===== src/rtl/spi_byte_feeder_if.sv =====
// Host-write and transmitter-handshake bundle for spi_byte_feeder.
// master = host/transmitter environment, slave = the feeder itself.
interface spi_byte_feeder_if #(
  parameter int ADDR_W = 4
);
  logic              wr_en;
  logic [7:0]        wr_data;
  logic              full;
  logic              empty;
  logic [ADDR_W:0]   level;
  logic              overflow;
  logic              clr_overflow;
  logic              spi_busy;
  logic              spi_data_rdy;
  logic [7:0]        spi_data;
  logic              busy;

  modport master (
    output wr_en, wr_data, clr_overflow, spi_busy,
    input  full, empty, level, overflow, spi_data_rdy, spi_data, busy
  );

  modport slave (
    input  wr_en, wr_data, clr_overflow, spi_busy,
    output full, empty, level, overflow, spi_data_rdy, spi_data, busy
  );
endinterface


===== src/rtl/spi_byte_feeder.sv =====
// Byte FIFO plus dispatcher feeding one byte at a time to the SPI transmitter.
// Optional macro SPI_FEED_GAP_EN adds a GAP_CYCLES idle gap after each byte.
module spi_byte_feeder #(
  parameter int DEPTH  = 16,
  parameter int ADDR_W = 4
`ifdef SPI_FEED_GAP_EN
  , parameter int GAP_CYCLES = 4
`endif
) (
  input logic              clk,
  input logic              rst,
  spi_byte_feeder_if.slave bus
);

`ifdef SPI_FEED_GAP_EN
  typedef enum logic [2:0] {IDLE, ISSUE, WAIT_ACK, WAIT_DONE, GAP} state_t;
  logic [7:0]        gap_cnt;
`else
  typedef enum logic [1:0] {IDLE, ISSUE, WAIT_ACK, WAIT_DONE} state_t;
`endif

  localparam logic [ADDR_W:0] FULL_LEVEL = (ADDR_W+1)'(DEPTH);

  logic [7:0]        mem [DEPTH];
  logic [ADDR_W-1:0] wr_ptr, rd_ptr;
  logic [ADDR_W:0]   level_q, level_nxt;
  logic              full_q, empty_q, overflow_q;
  logic              push, pop, drop;
  state_t            state;
  logic              rdy_q;
  logic [7:0]        data_q;

  // A pop frees a slot in the same edge, so a write at full still fits.
  assign pop  = (state == IDLE) && !empty_q && !bus.spi_busy;
  assign push = bus.wr_en && (!full_q || pop);
  assign drop = bus.wr_en && !push;

  always_comb begin
    // NOTE: default first so every path assigns level_nxt and no latch is inferred.
    level_nxt = level_q;
    if (push && !pop)
      level_nxt = level_q + (ADDR_W+1)'(1);
    else if (pop && !push)
      level_nxt = level_q - (ADDR_W+1)'(1);
  end

  // NOTE: storage array has no reset; pointers and level define which entries are valid.
  always_ff @(posedge clk) begin
    if (push)
      mem[wr_ptr] <= bus.wr_data;
  end

  // NOTE: non-blocking assignments so all state updates see pre-edge values.
  always_ff @(posedge clk or negedge rst) begin
    if (!rst) begin
      wr_ptr     <= '0;
      rd_ptr     <= '0;
      level_q    <= '0;
      full_q     <= 1'b0;
      empty_q    <= 1'b1;
      overflow_q <= 1'b0;
    end else begin
      if (push)
        wr_ptr <= wr_ptr + ADDR_W'(1);
      if (pop)
        rd_ptr <= rd_ptr + ADDR_W'(1);
      level_q <= level_nxt;
      full_q  <= (level_nxt == FULL_LEVEL);
      empty_q <= (level_nxt == '0);
      if (drop)
        overflow_q <= 1'b1;
      else if (bus.clr_overflow)
        overflow_q <= 1'b0;
    end
  end

  always_ff @(posedge clk or negedge rst) begin
    if (!rst) begin
      state  <= IDLE;
      rdy_q  <= 1'b0;
      data_q <= 8'h00;
`ifdef SPI_FEED_GAP_EN
      gap_cnt <= 8'd0;
`endif
    end else begin
      rdy_q <= 1'b0;
      case (state)
        IDLE: begin
          if (pop) begin
            data_q <= mem[rd_ptr];
            rdy_q  <= 1'b1;
            state  <= ISSUE;
          end
        end
        ISSUE:     state <= WAIT_ACK;
        WAIT_ACK:  if (bus.spi_busy) state <= WAIT_DONE;
        WAIT_DONE: begin
          if (!bus.spi_busy) begin
`ifdef SPI_FEED_GAP_EN
            if (GAP_CYCLES == 0) begin
              state <= IDLE;
            end else begin
              gap_cnt <= 8'd0;
              state   <= GAP;
            end
`else
            state <= IDLE;
`endif
          end
        end
`ifdef SPI_FEED_GAP_EN
        GAP: begin
          if (gap_cnt == 8'(GAP_CYCLES - 1))
            state <= IDLE;
          else
            gap_cnt <= gap_cnt + 8'd1;
        end
`endif
        default: state <= IDLE;
      endcase
    end
  end

  assign bus.full         = full_q;
  assign bus.empty        = empty_q;
  assign bus.level        = level_q;
  assign bus.overflow     = overflow_q;
  assign bus.spi_data_rdy = rdy_q;
  assign bus.spi_data     = data_q;
  assign bus.busy         = !empty_q || (state != IDLE);

endmodule


===== src/flat_wrapper.sv =====
// flat-port wrapper written by rule: the top's interface ports become plain ports
module spi_byte_feeder_flat 
#(
  parameter int DEPTH  = 16,
  parameter int ADDR_W = 4

)
  (clk, rst, bus_wr_en, bus_wr_data, bus_clr_overflow, bus_spi_busy, bus_full, bus_empty, bus_level, bus_overflow, bus_spi_data_rdy, bus_spi_data, bus_busy);
  spi_byte_feeder_if #(.ADDR_W(ADDR_W)) bus_i ();
  input logic clk;
  input logic rst;
  input wire logic [$bits(bus_i.wr_en)-1:0] bus_wr_en;
  input wire logic [$bits(bus_i.wr_data)-1:0] bus_wr_data;
  input wire logic [$bits(bus_i.clr_overflow)-1:0] bus_clr_overflow;
  input wire logic [$bits(bus_i.spi_busy)-1:0] bus_spi_busy;
  output wire logic [$bits(bus_i.full)-1:0] bus_full;
  output wire logic [$bits(bus_i.empty)-1:0] bus_empty;
  output wire logic [$bits(bus_i.level)-1:0] bus_level;
  output wire logic [$bits(bus_i.overflow)-1:0] bus_overflow;
  output wire logic [$bits(bus_i.spi_data_rdy)-1:0] bus_spi_data_rdy;
  output wire logic [$bits(bus_i.spi_data)-1:0] bus_spi_data;
  output wire logic [$bits(bus_i.busy)-1:0] bus_busy;
  assign bus_i.wr_en = bus_wr_en;
  assign bus_i.wr_data = bus_wr_data;
  assign bus_i.clr_overflow = bus_clr_overflow;
  assign bus_i.spi_busy = bus_spi_busy;
  assign bus_full = bus_i.full;
  assign bus_empty = bus_i.empty;
  assign bus_level = bus_i.level;
  assign bus_overflow = bus_i.overflow;
  assign bus_spi_data_rdy = bus_i.spi_data_rdy;
  assign bus_spi_data = bus_i.spi_data;
  assign bus_busy = bus_i.busy;
  spi_byte_feeder #(.DEPTH(DEPTH), .ADDR_W(ADDR_W)) u_core (.clk(clk), .rst(rst), .bus(bus_i));
endmodule

===== config.mk =====
export PLATFORM = sky130hd
export DESIGN_NAME = spi_byte_feeder_flat
export DESIGN_NICKNAME = d
export VERILOG_FILES = /design/src/rtl/spi_byte_feeder_if.sv /design/src/rtl/spi_byte_feeder.sv /design/src/flat_wrapper.sv
export SDC_FILE = /design/constraint.sdc
export NUM_CORES = 1
export LEC_CHECK = 0
export CORE_MARGIN = 1.5
export CORE_UTILIZATION = 48
export CTS_BUF_LIST = sky130_fd_sc_hd__clkbuf_16
export DETAILED_ROUTE_END_ITERATION = 10
export PLACE_DENSITY = 0.66
export RECOVER_POWER = 50
export SYNTH_ARGS = -nofsm -noshare
export SYNTH_HDL_FRONTEND = slang
export SYNTH_SLANG_ARGS = --single-unit

===== constraint.sdc =====
create_clock -name clk -period 6.95 [get_ports clk]
set_input_delay 1.0425 -clock clk [delete_from_list [all_inputs] [get_ports clk]]
set_output_delay 1.0425 -clock clk [all_outputs]
set_load 0.005 [all_outputs]

==> results.sh <==
export IMPL_die_area_um2=13800
export IMPL_totalWireLength_um=12100
export IMPL_synth_cells=340
export IMPL_ant_nets=0
export IMPL_crit_type="input port to register"
export IMPL_final_nets=400
export IMPL_clk_pin_slew_ns=0.05
export IMPL_first_pass_iters=4
export IMPL_grt_pass1_vias=3273
export IMPL_hold_violations=0
export IMPL_maxCapViolations=1
export IMPL_clock_sinks=155
export IMPL_r2r_setup_slack_ns=3.60
export IMPL_syn_area_um2=6290
export IMPL_ys_flop_type="edfxtp_1"
export IMPL_skew_ns=0.00898
export IMPL_rsz0062_at_grt="no"
export IMPL_cts_root_buf="clkbuf_16"
export IMPL_grt_pass1_wl_um=18900
export IMPL_ios=31
export IMPL_routabilityCongestion=0.791
export IMPL_yosysWarnings=0
export IMPL_rr_startpoint="u_core.state[0]$_DFFE_PN0P_"
export IMPL_slew_violations=28
export IMPL_layout_setup_ws_ns=3.06
export IMPL_core_area_um2=12700
export IMPL_avgViaCountPerCell=5.66
export IMPL_post_route_period_util_pct=55.9
export IMPL_placed_cells=529
export IMPL_fillers=1002
export IMPL_slowest_stage="nor3_1"
export IMPL_ir_drop_uv=186
export IMPL_synth_nets=364
export IMPL_min_delay_start="u_core.bus.spi_data[0]$_DFFE_PN0P_"
export IMPL_antenna_cells=0
export IMPL_vias=3173
export IMPL_crit_end="u_core.mem[3][1]$_DFFE_PP_"
export IMPL_grt_util_all_layers_pct=19.0
export IMPL_p_leak_uw=0.00248
export IMPL_antenna_found_initial=0
export IMPL_path_cells="dlygate4sd3_1 > or3b_1 > a21boi_2 > nand2_1 > nor3_1"
export IMPL_cts_setup_buffers=0
export IMPL_slowest_delay_ns=0.90
export IMPL_r2r_end="u_core.mem[3][1]$_DFFE_PP_"
export IMPL_outcome="finished, violations left"
export IMPL_synth_edf_count=128
export IMPL_numCtsBuffers=17
export IMPL_crit_start="bus_spi_busy"
export IMPL_cts_hold_buf=0
export IMPL_async_reset_ff_share_pct=17.4
export IMPL_worstMarginPinSlew_ns=1.53
export IMPL_rows=41
export IMPL_cp_required_ns=6.98
export IMPL_areaGrowthSynthToFinish_pct=15.2
export IMPL_initial_core_util_pct=49.4
export IMPL_ys_seq_area_share_pct=71.9
export IMPL_die_h_um=117
export IMPL_reg2reg_depth=6
export IMPL_path_buf_inv=1
export IMPL_violations="capacitance limit, slew limit"
export IMPL_clk_insertion_delay_late_ns=0.41
export IMPL_startpoint_type="input port"
export IMPL_end_kind="register"
export IMPL_ys_ff_latch=155
export IMPL_relSlewSlack_pct=-2.08
export IMPL_cpLargestDelayFamily="simple AND/OR/NAND/NOR gates"
export IMPL_pre_cts_ws_ns=2.69
export IMPL_hpwlAfterDp_um=7850
export IMPL_numPortBuffers=30
export IMPL_cts_resized_gates=0
export IMPL_clock_path_buffers=2
export IMPL_setup_viol=0
export IMPL_fmax_mhz=257
export IMPL_tns_ns=0
export IMPL_grt_overflow=0
export IMPL_ys_types=40
export IMPL_wl_per_cell_um=21.6
export IMPL_arrival_ns=3.91
export IMPL_hp_class="register to register"
export IMPL_grt_start_max_net_pins=32
export IMPL_fp_dieW_um=117
export IMPL_powerDensity_nw_per_um2=401
export IMPL_syn_mean_instance_area_um2=18.5
export IMPL_path_max_fanout=20
export IMPL_cts_tree="yes"
export IMPL_cp_depth=5
export IMPL_min_period_ns=3.89
export IMPL_detail_route_iter0_violations=233
export IMPL_htreeDepth=4
export IMPL_stdcell_count=561
export IMPL_drcViolationCount=0
export IMPL_drive_gt1_share_pct=18.0
## worst min-delay path by stage
stage | end | cells after the start
5_1_grt | u_core.bus.spi_data[0]$_DFFE_PN0P_ | 2
4_1_cts | u_core.bus.spi_data[0]$_DFFE_PN0P_ | 2
3_3_place_gp | u_core.bus.spi_data[1]$_DFFE_PN0P_ | 2
2_1_floorplan | u_core.rd_ptr[3]$_DFFE_PN0P_ | 1
3_5_place_dp | u_core.bus.spi_data[0]$_DFFE_PN0P_ | 2
6_report | u_core.bus.spi_data[0]$_DFFE_PN0P_ | 2
## kinds of logic after synthesis
kind of cell / count (synthesis) / synth area share [%]
AOI/OAI and AO/OA: 26 / 3.22
muxes: 49 / 14.2
xor gates and xnor gates: 8 / 1.11
buffers and inverters: 25 / 1.89
and+or+nand+nor: 66 / 5.55
adders and majority gates: 11 / 2.19
DFF: 155 / 71.9
## tightest hold or removal path: stages (launching register included)
cell	delay, ns
dfrtp_1	0.34
nand2_1	0.05
o221ai_1	0.06
## stage by stage
| step | util, % | total power (µW) | hold slack (ns) | cell area [µm²] |
|---|---|---|---|---|
| after floorplan | - | 1860 | 0.461 | 6290 |
| after global placement | 53.0 | 2150 | 0.481 | 6750 |
| after detailed placement | 53.0 | 2170 | 0.481 | 6750 |
| after CTS | 57.0 | 2940 | 0.494 | 7250 |
| after global routing | 56.9 | 3050 | 0.497 | 7240 |
| final | 56.9 | 2910 | 0.489 | 7240 |
## power breakdown
part | leakage [µW] | total, µW | switching [µW] | internal (µW)
combinational | 0.000732 | 881 | 469 | 412
sequential | 0.00149 | 1250 | 90.9 | 1160
clock | 0.000261 | 774 | 332 | 442
total | 0.00248 | 2910 | 892 | 2010
## cell usage after synthesis, types with 2 or more instances
library cell	count	share of area (%)
a211oi_2	2	0.40
a21oi_1	3	0.24
and3_1	3	0.30
buf_1	3	0.18
buf_2	8	0.64
buf_6	2	0.36
clkbuf_1	4	0.24
dfrtp_1	26	10
edfxtp_1	128	61
ha_1	11	2.2
inv_1	8	0.48
mux2i_1	16	2.5
mux4_2	32	11
nand2_1	22	1.3
nand2b_1	2	0.20
nand3_1	4	0.32
nand4_1	4	0.40
nor2_1	13	0.78
nor3_1	6	0.48
nor4b_2	2	0.48
o21ai_0	8	0.64
o221ai_1	8	1.1
xnor2_1	8	1.1
## cell usage in the layout (no fill, tap or decap), types with 2 or more instances in the layout
cell type,synthesis,routed
mux4_2,32,32
nor3_1,6,6
inv_1,8,13
a211oi_2,2,2
nand2b_1,2,2
o21ai_0,8,8
mux2i_1,16,16
dlygate4sd3_1,0,14
dfrtp_1,26,25
nor2_1,13,13
o221ai_1,8,8
buf_4,0,3
edfxtp_1,128,128
a21oi_1,3,3
and3_1,3,3
nand2_1,22,22
clkdlybuf4s50_1,0,16
nor4b_2,2,2
clkinv_1,0,3
clkbuf_16,0,17
clkinv_2,0,4
ha_1,11,11
clkinvlp_4,0,2
nand3_1,4,4
nand4_1,4,4
xnor2_1,8,8
## sequential cells by signal (all words and copies together), names as in the netlist, 2 cells and up
register	flops
u_core.wr_ptr	4
u_core.state	2
u_core.bus.spi_data	8
u_core.mem	128
u_core.bus.level	5
u_core.rd_ptr	4
## layout make-up
type / instances / area, µm² / area share (%)
clock inverters: 15 / 73.8 / 1.02
repair buffers: 34 / 327 / 4.51
multi-input cells: 160 / 1650 / 22.8
flip-flops and latches: 155 / 4520 / 62.4
clock buffers: 17 / 425 / 5.87
inverters: 8 / 30.0 / 0.415
well taps: 172 / 215 / 2.97
## routing by layer
metal / global-route usage [%] / part of all wire (%)
met5: 0 / 0
met4: 7.70 / 1.1
met3: 3.83 / 4.9
met2: 31.3 / 52
met1: 25.0 / 42
Note: power is estimated with default switching activity, not from simulation.
==> patch: new RTL, same flow settings <==
Build with the macro `SPI_FEED_GAP_EN` defined.
--- a/src/rtl/spi_byte_feeder.sv
+++ b/src/rtl/spi_byte_feeder.sv
@@ -1,4 +1,6 @@
 // Byte FIFO plus dispatcher feeding one byte at a time to the SPI transmitter.
 // Optional macro SPI_FEED_GAP_EN adds a GAP_CYCLES idle gap after each byte.
+`define SPI_FEED_GAP_EN
+
 module spi_byte_feeder #(
   parameter int DEPTH  = 16,
Formal check against the unedited RTL: not equivalent (a bounded check fails within 10 cycles, from zero or initial values and one cycle with rst low).
==> patch against the original RTL <==
- the flow still finishes with violations (capacitance limit, slew limit)
- fmax is 2.7% higher
- die area increased by 5.9%
- power grew 4.3%
- routed wire length up 13%
- sequential cell count up 9
- clock power increased by 4.9%
- global-route usage rose by 1.6 points
- clock skew is 0.0017 ns higher
- count of clock-buffer cells in the layout did not move
- final area rose by 5.6%
- synthesized area is 6.1% higher
- worst setup slack better by 0.10 ns
- largest power group unchanged
- largest cell class unchanged
==> patch: results (changes against the original RTL) <==
<table>
<tr><th>Metric</th><th>Value</th></tr>
<tr><th colspan="2">Outcome</th></tr>
<tr><td>Run status</td><td>finished with violations (unchanged)</td></tr>
<tr><td>Violated checks</td><td>capacitance limit, slew limit (unchanged)</td></tr>
<tr><th colspan="2">Critical path</th></tr>
<tr><td>Delay of the slowest cell on the worst path</td><td>0.62 ns (was 0.90 ns)</td></tr>
<tr><td>Minimum setup slack among reg-to-reg paths</td><td>3.89 ns (was 3.60 ns)</td></tr>
<tr><td>Standard cell with the maximum stage delay on the critical path</td><td>dlygate4sd3_1 (was nor3_1)</td></tr>
<tr><td>Logic depth of the worst register-to-register path</td><td>5 (was 6)</td></tr>
<tr><td>Reg-to-reg critical path endpoint</td><td>u_core.mem[4][5] (was u_core.mem[3][1])</td></tr>
<tr><td>Crit path max fanout</td><td>16 (was 20)</td></tr>
<tr><th colspan="2">Synthesis</th></tr>
<tr><td>Most area-consuming cells after synthesis</td><td>edfxtp_1 (58%), dfrtp_1 (13%), mux4_2 (11%), mux2i_1 (2.6%), nor2_1 (1.6%) (was edfxtp_1 (61%), mux4_2 (11%), dfrtp_1 (10%), mux2i_1 (2.5%), ha_1 (2.2%))</td></tr>
<tr><td>Count of different cell masters after synthesis</td><td>49 (was 40)</td></tr>
<tr><td>Post-synth net total</td><td>398 (was 364)</td></tr>
<tr><td>Most frequent cells after synthesis</td><td>edfxtp_1 (128), dfrtp_1 (35), mux4_2 (32) (was edfxtp_1 (128), mux4_2 (32), dfrtp_1 (26))</td></tr>
<tr><td>Avg Inst Size Synth</td><td>17.7 um^2 (was 18.5 um^2)</td></tr>
<tr><th colspan="2">STA</th></tr>
<tr><td>Final setup skew</td><td>0.0107 ns (was 0.00898 ns)</td></tr>
<tr><td>Final Slew Violations</td><td>37 (was 28)</td></tr>
<tr><td>Transition time at the pin with the least slew margin</td><td>1.98 ns (was 1.53 ns)</td></tr>
<tr><th colspan="2">Flow run</th></tr>
<tr><td>Max-capacitance violation count</td><td>1 (unchanged)</td></tr>
<tr><th colspan="2">Hold path</th></tr>
<tr><td>Cells on Worst Hold Path</td><td>1 (was 2)</td></tr>
<tr><th colspan="2">Placement</th></tr>
<tr><td>Number of placed instances with taps included</td><td>571 (was 529)</td></tr>
<tr><td>Routability-driven placement congestion ratio</td><td>0.774 (was 0.791)</td></tr>
<tr><th colspan="2">Power and ir drop</th></tr>
<tr><td>VDD IR max</td><td>213 uV (was 186 uV)</td></tr>
<tr><td>Lkg Pwr</td><td>0.00272 uW (was 0.00248 uW)</td></tr>
<tr><th colspan="2">Route</th></tr>
<tr><td>Via count</td><td>3497 (was 3173)</td></tr>
<tr><td>DRC violation total after the first TritonRoute iteration</td><td>240 (was 233)</td></tr>
<tr><td>Iteration count of the initial detailed-routing pass</td><td>5 (was 4)</td></tr>
<tr><th colspan="2">Finish</th></tr>
<tr><td>Non-filler instance count after layout</td><td>602 (was 561)</td></tr>
<tr><td>Filler Cells Inserted</td><td>1041 (was 1002)</td></tr>
<tr><th colspan="2">Global routing</th></tr>
<tr><td>GRT Util Overall</td><td>20.5% (was 19.0%)</td></tr>
</table>
patch: cell count changes after synthesis, sizes merged, moves of 4 or more:
cell    change
inv         +4
o22ai       +8
o221ai      -8
buf         -4
nor3        -4
nor2       +15
and2        +4
a21o        +8
dfrtp       +9
nand2       -5
patch: routing by layer:
layer  routed length (um)  vias to the layer above  track usage [%]
met5                    0                        -                0
met4                  231                        0             7.72
met3                  729                       20             4.42
met2                 6460                      116             30.3
met1                 6260                     1810             30.4
li1                     -                     1551                -
patch: cell families after synthesis:
family / share of synthesized area (%)
simple gates: 6.23
flops: 71.1
mux: 13.5
xor+xnor: 1.82
buf+inv: 1.54
compound gates: 4.28
fa+ha+maj: 1.50
patch: power breakdown:
| part | switching [uW] | internal (uW) | total (uW) |
|---|---|---|---|
| Combinational | 376 | 425 | 801 |
| Sequential | 195 | 1220 | 1420 |
| Clock | 337 | 475 | 812 |
patch: worst max path at each step:
stage | to | start | slack (ns)
after global routing | u_core.mem[8][3] | bus_spi_busy | 2.91
after global placement | u_core.mem[4][7] | bus_spi_busy | 2.98
after detailed placement | u_core.mem[12][3] | bus_spi_busy | 2.82
after CTS | u_core.mem[12][3] | bus_spi_busy | 3.27
final | u_core.mem[4][5] | bus_spi_busy | 3.16
after floorplan | u_core.mem[4][0] | bus_spi_busy | 4.20
patch: layout make-up:
class | count | area share [%]
multi-input combinational | 188 | 23.8
clock inverter | 14 | 1.13
timing repair buffer | 31 | 3.94
inverter | 12 | 0.589
tap | 176 | 2.88
sequential | 164 | 62.1
clock buffer | 17 | 5.56
patch: stage by stage:
stage	hold WS (ns)	setup slack, ns	total power [uW]	util, %
2_1_floorplan	0.461	4.20	1940	-
3_3_place_gp	0.476	2.98	2230	53.3
3_5_place_dp	0.472	2.82	2250	53.3
4_1_cts	0.486	3.27	3060	57.1
5_1_grt	0.505	2.91	3180	57.1
6_report	0.487	3.16	3030	57.1
